--- src/rtl/fetch_queue_unit.sv ---
`default_nettype none
// ============================================================================
// Module      : fetch_queue_unit
// Description : Instruction fetch stage. Holds the PC, issues reads to a
//               synchronous instruction memory (1-cycle latency), tracks the
//               single in-flight fetch and buffers returned instructions in
//               a FIFO presented to decode with a valid/ready handshake.
//               Jumps and taken branches redirect the PC, flush the FIFO
//               and squash the in-flight fetch.
// Revision    : 1.0 - initial release
// ============================================================================
module fetch_queue_unit #(
    parameter int              PC_W     = 10,
    parameter int              INST_W   = 32,
    parameter int              QDEPTH   = 4,
    parameter logic [PC_W-1:0] RESET_PC = '0
) (
    input  logic              clk,
    input  logic              rst_n,
    input  logic [1:0]        sel_dir,
    input  logic              flag_branch,
    input  logic [PC_W-1:0]   pc_jump,
    input  logic [PC_W-1:0]   pc_branch,
    output logic              imem_en,
    output logic [PC_W-1:0]   imem_addr,
    input  logic [INST_W-1:0] imem_rdata,
    output logic              out_valid,
    input  logic              out_ready,
    output logic [INST_W-1:0] inst_out,
    output logic [PC_W-1:0]   inst_pc
);

    // Pointer width; the queue depth is a power of two so pointers wrap
    // naturally. The counter needs one extra code to represent "full".
    localparam int                 c_PTR_W      = (QDEPTH > 1) ? $clog2(QDEPTH) : 1;
    localparam int                 c_CNT_W      = $clog2(QDEPTH + 1);
    localparam logic [c_CNT_W-1:0] c_DEPTH      = c_CNT_W'(QDEPTH);
    localparam logic [1:0]         c_SEL_JUMP   = 2'b01;
    localparam logic [1:0]         c_SEL_BRANCH = 2'b10;

    // PC and in-flight fetch tracking
    logic [PC_W-1:0]    r_pc;
    logic               r_inf_valid;
    logic               r_inf_squash;
    logic [PC_W-1:0]    r_inf_pc;

    // Queue storage and control
    logic [INST_W-1:0]  r_mem_inst [QDEPTH];
    logic [PC_W-1:0]    r_mem_pc   [QDEPTH];
    logic [c_PTR_W-1:0] r_rd_ptr;
    logic [c_PTR_W-1:0] r_wr_ptr;
    logic [c_CNT_W-1:0] r_count;

    // Last head presented, shown on the outputs while the queue is empty
    logic [INST_W-1:0]  r_last_inst;
    logic [PC_W-1:0]    r_last_pc;

    logic               w_redirect;
    logic [PC_W-1:0]    w_target;
    logic [c_CNT_W-1:0] w_used;
    logic               w_issue;
    logic               w_push;
    logic               w_pop;
    logic               w_empty;

    // Redirect decode: jump always, branch only when its condition holds;
    // code 11 falls through to sequential.
    always_comb begin
        w_redirect = 1'b0;
        w_target   = pc_jump;
        if (sel_dir == c_SEL_JUMP) begin
            w_redirect = 1'b1;
            w_target   = pc_jump;
        end else if ((sel_dir == c_SEL_BRANCH) && flag_branch) begin
            w_redirect = 1'b1;
            w_target   = pc_branch;
        end
    end

    // Issue/push/pop decisions. A slot is reserved for the in-flight fetch
    // so the queue can never overflow. Issue is gated by rst_n so the strobe
    // stays low for the whole reset interval. A returning fetch is dropped
    // if it was squashed earlier or a redirect lands in its return cycle.
    always_comb begin
        w_empty = (r_count == '0);
        w_used  = r_count + c_CNT_W'(r_inf_valid);
        w_issue = rst_n & ~w_redirect & (w_used < c_DEPTH);
        w_push  = r_inf_valid & ~r_inf_squash & ~w_redirect;
        w_pop   = ~w_empty & out_ready;
    end

    // PC register and in-flight slot
    always_ff @(posedge clk or negedge rst_n) begin
        if (!rst_n) begin
            r_pc         <= RESET_PC;
            r_inf_valid  <= 1'b0;
            r_inf_squash <= 1'b0;
            r_inf_pc     <= '0;
        end else begin
            if (w_redirect) begin
                r_pc <= w_target;
            end else if (w_issue) begin
                r_pc <= r_pc + PC_W'(1);
            end
            r_inf_valid <= w_issue;
            if (w_issue) begin
                r_inf_pc     <= r_pc;
                r_inf_squash <= 1'b0;
            end else begin
                r_inf_squash <= r_inf_squash | w_redirect;
            end
        end
    end

    // Queue storage write; contents need no reset since the count masks them
    always_ff @(posedge clk) begin
        if (w_push) begin
            r_mem_inst[r_wr_ptr] <= imem_rdata;
            r_mem_pc[r_wr_ptr]   <= r_inf_pc;
        end
    end

    // Queue pointers and occupancy; a redirect empties the queue after any
    // head transfer in the same cycle has been taken by decode.
    always_ff @(posedge clk or negedge rst_n) begin
        if (!rst_n) begin
            r_rd_ptr <= '0;
            r_wr_ptr <= '0;
            r_count  <= '0;
        end else if (w_redirect) begin
            r_rd_ptr <= '0;
            r_wr_ptr <= '0;
            r_count  <= '0;
        end else begin
            if (w_push) begin
                r_wr_ptr <= r_wr_ptr + c_PTR_W'(1);
            end
            if (w_pop) begin
                r_rd_ptr <= r_rd_ptr + c_PTR_W'(1);
            end
            case ({w_push, w_pop})
                2'b10:   r_count <= r_count + c_CNT_W'(1);
                2'b01:   r_count <= r_count - c_CNT_W'(1);
                default: r_count <= r_count;
            endcase
        end
    end

    // Capture the presented head so the outputs hold it once the queue drains
    always_ff @(posedge clk or negedge rst_n) begin
        if (!rst_n) begin
            r_last_inst <= '0;
            r_last_pc   <= '0;
        end else if (!w_empty) begin
            r_last_inst <= r_mem_inst[r_rd_ptr];
            r_last_pc   <= r_mem_pc[r_rd_ptr];
        end
    end

    // Output drive: live head while occupied, last presented head otherwise
    always_comb begin
        imem_en   = w_issue;
        imem_addr = r_pc;
        out_valid = ~w_empty;
        inst_out  = r_last_inst;
        inst_pc   = r_last_pc;
        if (!w_empty) begin
            inst_out = r_mem_inst[r_rd_ptr];
            inst_pc  = r_mem_pc[r_rd_ptr];
        end
    end

endmodule
`default_nettype wire

--- config.mk ---
export PLATFORM = sky130hd
export DESIGN_NAME = fetch_queue_unit
export DESIGN_NICKNAME = d
export VERILOG_FILES = /design/src/rtl/fetch_queue_unit.sv
export SDC_FILE = /design/constraint.sdc
export NUM_CORES = 1
export LEC_CHECK = 0
export ABC_AREA = 0
export CAP_MARGIN = 5
export CORE_UTILIZATION = 55
export CTS_BUF_LIST = sky130_fd_sc_hd__clkbuf_8
export CTS_CLUSTER_SIZE = 25
export DETAILED_ROUTE_END_ITERATION = 12
export HOLD_SLACK_MARGIN = 0.06
export PLACE_DENSITY = 0.83
export SLEW_MARGIN = 20
export SYNTH_ARGS = -nofsm -noshare
export SYNTH_HDL_FRONTEND = slang
export SYNTH_SLANG_ARGS = --single-unit
--- constraint.sdc ---
create_clock -name clk -period 6.2 [get_ports clk]
set_input_delay 1.24 -clock clk [delete_from_list [all_inputs] [get_ports clk]]
set_output_delay 1.24 -clock clk [all_outputs]
set_load 0.02 [all_outputs]
==> results of run 1 <==
## registers in the layout (all words and copies together), names as in the netlist, 2 cells and up
register     count
r_mem_inst     128
r_mem_pc        40
r_last_inst     32
imem_addr       10
r_inf_pc        10
r_last_pc       10
r_count          3
r_rd_ptr         2
r_wr_ptr         2
## cells in the final DEF, fill, tap and decap left out, types with 5 or more instances in the layout
master / instances
dfrtp_1: 69
a2bb2oi_1: 7
nor2_1: 8
clkbuf_8: 44
clkdlybuf4s50_1: 110
mux2_4: 48
nand2_1: 5
clkinv_1: 9
inv_1: 13
a32oi_1: 5
a22oi_1: 5
ha_1: 5
mux4_2: 42
clkinv_2: 6
edfxtp_1: 168
## path summary, 6_finish.rpt
kind,from,slack [ns],endpoint,depth (start not counted)
min in group asynchronous,rst_n,0.68,r_last_pc[8],1
max reg2reg,r_inf_valid,3.58,r_mem_inst[0][19],3
min reg2reg,r_last_inst[27],0.49,r_last_inst[27],1
min,r_last_inst[27],0.49,r_last_inst[27],1
max in group asynchronous,rst_n,4.49,r_rd_ptr[0],2
max,sel_dir[1],1.22,imem_en,6
## final cells by class
class | count | area [µm²] | share of cell area
clock buffer | 44 | 606 | 0.0530
clock inverter | 23 | 93.8 | 0.00821
inverter | 6 | 22.5 | 0.00197
multi-input combinational | 192 | 2480 | 0.217
sequential | 239 | 6830 | 0.597
tap | 220 | 275 | 0.0241
timing repair buffer | 114 | 1130 | 0.0989
## cells by family (layout without fill, tap and decap cells)
kind of cell,count (synthesis),count (layout)
fa+ha+maj,6,6
flops,239,239
buf+inv,30,187
xor+xnor,4,4
mux,97,97
simple gates,39,39
compound gates,46,46
## layer usage
metal  vias up  part of all wire  track usage
met3        20             0.061       0.0521
met1      2463              0.42        0.275
met5         -                 0            0
met2       168              0.50        0.349
li1       2120                 -            -
met4         0             0.014       0.0638
## worst max-delay path, delay by kind of cell
kind / cells / cell delay (ns)
and+or+nand+nor: 2 / 0.59
AOI/OAI and AO/OA: 1 / 0.72
buffers and inverters: 3 / 1.18
## power by group
| group | leakage, nW | switching [mW] | internal [mW] | total, mW |
|---|---|---|---|---|
| clock network | 0.397 | 0.570 | 0.646 | 1.22 |
| registers | 2.38 | 0.269 | 2.00 | 2.27 |
| logic | 1.40 | 0.839 | 1.09 | 1.93 |
| total | 4.17 | 1.68 | 3.74 | 5.42 |
## through the flow
stage                util  area (µm²)
floorplan               -        9490
global placement    0.642       10700
detailed placement  0.642       10700
CTS                 0.684       11400
global route        0.685       11400
finish              0.685       11400
==> impl_metrics.tcl, run 1 <==
set metrics [dict create \
    status "finished, final reports clean" \
    min_period_ns 4.98 \
    final_max_slew_viol_count 0 \
    yosysMostFrequentCell "edfxtp_1" \
    hold_violations 0 \
    gr-total-overflow 0 \
    ir_worst_vdd_mv 0.415 \
    ctsHtreeMaxLevel 2 \
    postRouteAntennaNets 0 \
    skew_ns 0.0298 \
    drive_above_1_share 0.262 \
    synth.cell_area_um2 9490 \
    synthMuxAreaShare 0.184 \
    cp.required_ns 4.96 \
    crit_path_end_kind "output port" \
    clk_pin_slew_worst_paths_ns 0.05 \
    syn-num-nets 525 \
    p_total_mw 5.42 \
    die_area_um2 17800 \
    crit_chain "clkdlybuf4s50_1, and2_1, a21oi_2, nand2_4, inv_2, clkdlybuf4s50_1" \
    dpl.hpwl_um 10600 \
    die_x_um 133 \
    startpoint_type "input port" \
    crit_path_frequent_cell "clkdlybuf4s50_1" \
    drcViolationCount 0 \
    synth_seq_cells 239 \
    ys_seq_area_frac 0.719 \
    worst_pin_slew_ns 1.11 \
    place_congestion 0.841 \
    synth_xor_area_frac 0.00369 \
    core_um2 16700 \
    crit_slowest_cell "a21oi_2" \
    placed_cells_incl_taps 771 \
    setup_viol 0 \
    grt_pass1_vias 5168 \
    rsz0062_at_grt "no" \
    cp.arrival_ns 3.74 \
    slew-limit-headroom 0.257 \
    cts.path.max_buffers 3 \
    drv_cap 0 \
    grt_pass1_wl_um 27900 \
    fin_ws_ns 1.22 \
    n_fill_cell 1029 \
    critPathMaxFanout 20 \
    antenna_found_initial 0 \
    via_count 4771 \
    hold_buffers 0 \
    cts_resized 0 \
    cts_tree "built" \
    yosys-top-cells-count "edfxtp_1, dfrtp_1, mux2_4, mux4_2, buf_6" \
    hold_class "flip-flop to flip-flop" \
    clock-root-buffer "clkbuf_8" \
    start_util 0.568 \
    first_pass_iters 4 \
    ys.flop_type "edfxtp_1" \
    io_buffers 111 \
    wl_per_cell_um 20.8 \
    rows 47 \
    die_h_um 133 \
    hold_ws_ns 0.494 \
    synthArstFlopShare 0.297 \
    antennaDiodeCount 0 \
    fin_nets 656 \
    grt_max_degree 45 \
    tns_ns 0 \
    fmax_ghz 0.201 \
    ios 112 \
    syn_avg_cell_area_um2 20.6 \
    yosys.area_share.simple 0.0231 \
    synth_edf_count 168 \
    crit_type "input port to output port" \
    synth_cell_type_count 54 \
    clk_latency_ns 0.53 \
    drtIter0Drc 384 \
    syn-instance-count 461 \
    grt_usage 0.210 \
    synth_top_family_by_area "multiplexers" \
    numCtsBuffers 39 \
    yosys.area.top_type_share 0.532 \
    synth_area_leader_cell "edfxtp_1" \
    p_leak_nw 4.17 \
    finalWirelength_um 17400 \
    cts.sinks 239 \
    synthAdderAreaFrac 0.00871 \
    dp_slack_ns 1.26 \
    powerDensity_nw_per_um2 474 \
    min_period_over_period 0.804 \
    worst_path_largest_cell_delay_ns 0.72 \
    syn2layout_area_growth_pct 20.6 \
    fin_cells 838 \
    synth_compound_area_frac 0.0404 \
    synthTopCellsByArea "edfxtp_1, dfrtp_1, mux4_2, mux2_4, buf_6" \
    post_cts_buffers 0 \
    yosys_warnings 0 \
    viasPerCell 5.69 \
]
(Power assumes the default switching activity.)
==> inputs of run 2 (changes only) <==
--- a/config.mk
+++ b/config.mk
@@ -7,12 +7,12 @@
 export LEC_CHECK = 0
 export ABC_AREA = 0
 export CAP_MARGIN = 5
-export CORE_UTILIZATION = 55
+export CORE_UTILIZATION = 52
 export CTS_BUF_LIST = sky130_fd_sc_hd__clkbuf_8
 export CTS_CLUSTER_SIZE = 25
 export DETAILED_ROUTE_END_ITERATION = 12
 export HOLD_SLACK_MARGIN = 0.06
-export PLACE_DENSITY = 0.83
+export PLACE_DENSITY = 0.82
 export SLEW_MARGIN = 20
 export SYNTH_ARGS = -nofsm -noshare
 export SYNTH_HDL_FRONTEND = slang
==> constraint.sdc (replaced) <==
create_clock -name clk -period 4.4 [get_ports clk]
set_input_delay 0.88 -clock clk [delete_from_list [all_inputs] [get_ports clk]]
set_output_delay 0.88 -clock clk [all_outputs]
set_load 0.02 [all_outputs]
==> run 2 against run 1 <==
  * Wire length rose by 1.9%
  * Highest routed layer unchanged
  * Utilization fell by 3.7 points
  * Clock-buffer cell count rose by 1
  * Critical path type is now flip-flop to output port
  * Clock skew fell by 0.013 ns
  * Flip-flop and latch count did not move
  * Largest cell class unchanged
  * Hold slack got worse by 0.0023 ns
  * Global-route usage fell by 0.92 points
  * Sequential power rose by 38%
  * Worst setup slack got worse by 0.69 ns
==> impl_metrics.tcl, run 2 (same netlist as run 1, synthesis figures left out) <==
set metrics [dict create \
    dpl-instance-area_um2 10800 \
    via_count 4804 \
    wl_per_cell_um 20.6 \
    io_buffers 111 \
    cp.required_ns 3.52 \
    worst_pin_slew_ns 0.920 \
    hold_violations 0 \
    postRouteAntennaNets 0 \
    core_um2 17900 \
    fin_nets 668 \
    rsz0062_at_grt "no" \
    grt_pass1_wl_um 27900 \
    dpl.hpwl_um 11100 \
    drcViolationCount 0 \
    crit_slowest_cell "dfrtp_4" \
    cts_resized 0 \
    top_register "r_mem_inst" \
    syn2layout_area_growth_pct 22.2 \
    fmax_ghz 0.258 \
    skew_ns 0.0172 \
    ir_worst_vdd_mv 0.561 \
    final_max_slew_viol_count 0 \
    crit_chain "buf_4, mux4_2, mux2_4, clkdlybuf4s50_1" \
    hold_buffers 0 \
    crit_start "r_rd_ptr[0]" \
    status "finished, final reports clean" \
    drtIter0Drc 326 \
    die_area_um2 18800 \
    worst_path_largest_cell_delay_ns 0.73 \
    min_period_over_period 0.879 \
    finalWirelength_um 17800 \
    cp.arrival_ns 2.99 \
    antennaDiodeCount 0 \
    powerDensity_nw_per_um2 672 \
    start_util 0.530 \
    reg.largest.list "r_mem_inst: 128 flops, r_mem_pc: 40 flops, r_last_inst: 32 flops" \
    cts_tree "built" \
    r2r_start "r_inf_valid" \
    numCtsBuffers 39 \
    die_h_um 137 \
    dp_slack_ns 0.931 \
    die_x_um 137 \
    placed_cells_incl_taps 792 \
    min_from "r_last_inst[6]" \
    post_cts_buffers 0 \
    grt_usage 0.201 \
    drv_cap 0 \
    fin_ws_ns 0.532 \
    ctsHtreeMaxLevel 2 \
    startpoint_type "flip-flop" \
    grt_pass1_vias 5164 \
    gr-total-overflow 0 \
    antenna_found_initial 0 \
    setup_viol 0 \
    final_area_um2 11600 \
    grt_max_degree 73 \
    fin_cells 863 \
    min_period_ns 3.87 \
    place_congestion 0.773 \
    final_cell_mix "edfxtp_1, clkdlybuf4s50_1, dfrtp_1" \
    layout_commonest_cell "edfxtp_1" \
    clock-root-buffer "clkbuf_8" \
    slew-limit-headroom 0.386 \
    cts.sinks 239 \
    rows 49 \
    hold_ws_ns 0.492 \
    clk_pin_slew_worst_paths_ns 0.06 \
    crit_type "flip-flop to output port" \
    first_pass_iters 4 \
    cts.path.max_buffers 3 \
    clk_latency_ns 0.51 \
    tns_ns 0 \
    ios 112 \
    hold_class "flip-flop to flip-flop" \
    crit_path_end_kind "output port" \
    viasPerCell 5.57 \
    drive_above_1_share 0.281 \
    p_leak_nw 4.29 \
    largest_reg_flops 128 \
    critPathMaxFanout 24 \
]
run 2: cell types whose count changed in the layout (fill, tap and decap cells not counted), sizes merged:
cell	before	now
clkbuf	44	45
clkinv	15	8
buf	4	16
inv	14	22
clkinvlp	0	1
bufinv	0	1
run 2: critical path, delay by kind of cell, from the launching register on:
kind	cells	cell delay, ns
mux	2	0.84
flops	1	0.73
buf+inv	2	0.90
run 2: per-layer routing:
metal	track usage	share of wire	vias to the layer above
li1	-	-	2147
met1	0.257	0.41	2462
met2	0.340	0.51	168
met3	0.0537	0.059	27
met4	0.0525	0.016	0
met5	0	0	-
run 2: power by group:
part / switching [mW] / internal, mW
clock network: 0.824 / 0.997
logic: 1.28 / 1.56
registers: 0.302 / 2.82
total: 2.41 / 5.38
run 2: through the flow:
| stage | power, mW | utilization |
|---|---|---|
| 4_1_cts | 7.88 | 0.647 |
| 3_3_place_gp | 5.92 | 0.605 |
| 3_5_place_dp | 6.02 | 0.605 |
| 6_report | 7.79 | 0.648 |
| 2_1_floorplan | 4.99 | - |
| 5_1_grt | 8.16 | 0.648 |
run 2: final cells by class:
type,instances,area [µm²]
clock buffers,45,619
clock inverters,26,140
fillers,1186,6310
inverters,6,22.5
multi-input cells,192,2470
flip-flops and latches,239,6830
well taps,229,287
repair buffers,126,1220
run 2: path summary, 6_finish.rpt:
| kind | end | slack, ns | cells after the start |
|---|---|---|---|
| min in group asynchronous | imem_addr[7] | 0.53 | 2 |
| max reg2reg | r_mem_inst[3][10] | 2.08 | 3 |
| max | inst_pc[4] | 0.53 | 4 |
| min reg2reg | r_last_inst[6] | 0.49 | 1 |
| max in group asynchronous | r_rd_ptr[0] | 3.31 | 2 |
| min | r_last_inst[6] | 0.49 | 1 |
==> inputs of run 3 (changes only) <==
--- a/config.mk
+++ b/config.mk
@@ -13,7 +13,8 @@
 export DETAILED_ROUTE_END_ITERATION = 12
 export HOLD_SLACK_MARGIN = 0.06
 export PLACE_DENSITY = 0.82
-export SLEW_MARGIN = 20
+export SKIP_LAST_GASP = 1
+export SLEW_MARGIN = 40
 export SYNTH_ARGS = -nofsm -noshare
 export SYNTH_HDL_FRONTEND = slang
 export SYNTH_SLANG_ARGS = --single-unit
==> run 3 against run 2 <==
  * Flip-flop and latch count unchanged
  * Hold slack about the same
  * Clock power about the same
  * Global-route usage about the same
  * Die area unchanged
  * Largest power group unchanged
  * Combinational power about the same
  * Sequential power about the same
  * Total power increased by 0.36%
  * Cell count increased by 0.12%
  * Final area increased by 0.17%
==> impl_metrics.tcl, run 3 (same netlist as run 1, synthesis figures left out) <==
set metrics [dict create \
    status "finished, final reports clean" \
    p_leak_nw 4.30 \
    core_um2 17900 \
    crit_slowest_cell "dfrtp_4" \
    fin_nets 669 \
    cts_resized 0 \
    met2_length_um 9110 \
    rows 49 \
    rsz0062_at_grt "no" \
    cts.sinks 239 \
    postRouteAntennaNets 0 \
    crit_path_end_kind "output port" \
    drcViolationCount 0 \
    swShare 0.310 \
    ir_worst_vdd_mv 0.559 \
    first_pass_iters 4 \
    power.internal_mw 5.39 \
    cp.required_ns 3.52 \
    io_buffers 111 \
    drv_cap 0 \
    grt_usage 0.201 \
    drive_above_1_share 0.282 \
    crit_buf_inv 2 \
    via_count 4842 \
    drtIter0Drc 339 \
    clk_latency_ns 0.51 \
    top_register "r_mem_inst" \
    p_seq_frac 0.401 \
    cp.arrival_ns 2.99 \
    syn2layout_area_growth_pct 22.4 \
    hold_ws_ns 0.492 \
    viasPerCell 5.60 \
    slew-limit-headroom 0.518 \
    final_area_um2 11600 \
    fmax_ghz 0.259 \
    start_util 0.530 \
    clkPwrFrac 0.234 \
    ctsHtreeMaxLevel 2 \
    grt_pass1_vias 5170 \
    crit_chain "buf_4, mux4_2, mux2_4, clkdlybuf4s50_1" \
    min_period_ns 3.87 \
    die_area_um2 18800 \
    dpl.hpwl_um 11100 \
    skew_ns 0.0132 \
    final_cell_mix "edfxtp_1, clkdlybuf4s50_1, dfrtp_1" \
    p_switching_mw 2.43 \
    place_congestion 0.773 \
    gr-total-overflow 0 \
    hold_buffers 0 \
    die_x_um 137 \
    die_h_um 137 \
    ios 112 \
    crit_type "flip-flop to output port" \
    worst_path_largest_cell_delay_ns 0.73 \
    clk_pin_slew_worst_paths_ns 0.06 \
    antennaDiodeCount 0 \
    wl_met1_um 7410 \
    min_period_over_period 0.879 \
    cts.path.max_buffers 3 \
    cts_tree "built" \
    clock-root-buffer "clkbuf_8" \
    placed_cells_incl_taps 792 \
    antenna_found_initial 0 \
    critPathMaxFanout 24 \
    wl_met3_um 1060 \
    hold_class "flip-flop to flip-flop" \
    numCtsBuffers 39 \
    setup_viol 0 \
    startpoint_type "flip-flop" \
    tns_ns 0 \
    post_cts_buffers 0 \
    p_comb_frac 0.366 \
    grt_pass1_wl_um 27900 \
    wl_per_cell_um 20.7 \
    dpl-instance-area_um2 10800 \
    layout_commonest_cell "edfxtp_1" \
    powerDensity_nw_per_um2 673 \
    highest_layer "met4" \
    largest_reg_flops 128 \
    reg.largest.list "r_mem_inst: 128 flops, r_mem_pc: 40 flops, r_last_inst: 32 flops" \
    final_max_slew_viol_count 0 \
    hold_violations 0 \
    worst_pin_slew_ns 0.723 \
    critPathTopFamily "buffers and inverters" \
    finalWirelength_um 17800 \
    grt_max_degree 73 \
    fin_cells 864 \
]
## run 3: final timing paths
kind | startpoint | slack [ns] | cells after the start | end
hold reg to reg | r_last_inst[6] | 0.49 | 1 | r_last_inst[6]
hold / removal | r_last_inst[6] | 0.49 | 1 | r_last_inst[6]
setup / recovery | r_rd_ptr[0] | 0.53 | 4 | inst_pc[4]
max in group asynchronous | rst_n | 3.31 | 2 | r_rd_ptr[0]
setup reg to reg | r_inf_valid | 2.05 | 3 | r_mem_pc[0][4]
min in group asynchronous | rst_n | 0.54 | 2 | imem_addr[7]
## run 3: cell type report
| class | instances | area (µm²) |
|---|---|---|
| sequential | 239 | 6830 |
| tap | 229 | 287 |
| timing repair buffer | 127 | 1240 |
| clock inverter | 26 | 140 |
| multi-input combinational | 192 | 2470 |
| inverter | 6 | 22.5 |
| fill | 1182 | 6290 |
| clock buffer | 45 | 619 |
## run 3: metal layers
layer	track usage	vias up
li1	-	2150
met1	0.258	2498
met2	0.338	169
met3	0.0533	25
met4	0.0537	0
met5	0	-
## run 3: per-stage QoR
step / power (mW) / setup slack, ns / util
final: 7.82 / 0.532 / 0.649
after global routing: 8.18 / 0.370 / 0.649
after CTS: 7.88 / 0.420 / 0.648
after detailed placement: 6.02 / 0.931 / 0.605
after global placement: 5.92 / 0.969 / 0.605
after floorplan: 4.99 / 1.30 / -
## run 3: power groups by stage
| stage | clock network [mW] | logic, mW | registers, mW |
|---|---|---|---|
| final | 1.83 | 2.86 | 3.13 |
| after global routing | 1.97 | 3.04 | 3.18 |
| after CTS | 1.87 | 2.88 | 3.13 |
| after detailed placement | 0 | 2.86 | 3.16 |
| after global placement | 0 | 2.78 | 3.14 |
| after floorplan | 0 | 1.95 | 3.04 |
## run 3: worst reg2reg max path, delay by kind of cell (launching register included)
kind	cells	cell delay, ns
buffers and inverters	1	0.37
flip-flops	1	0.40
AND/OR/NAND/NOR	2	1.26
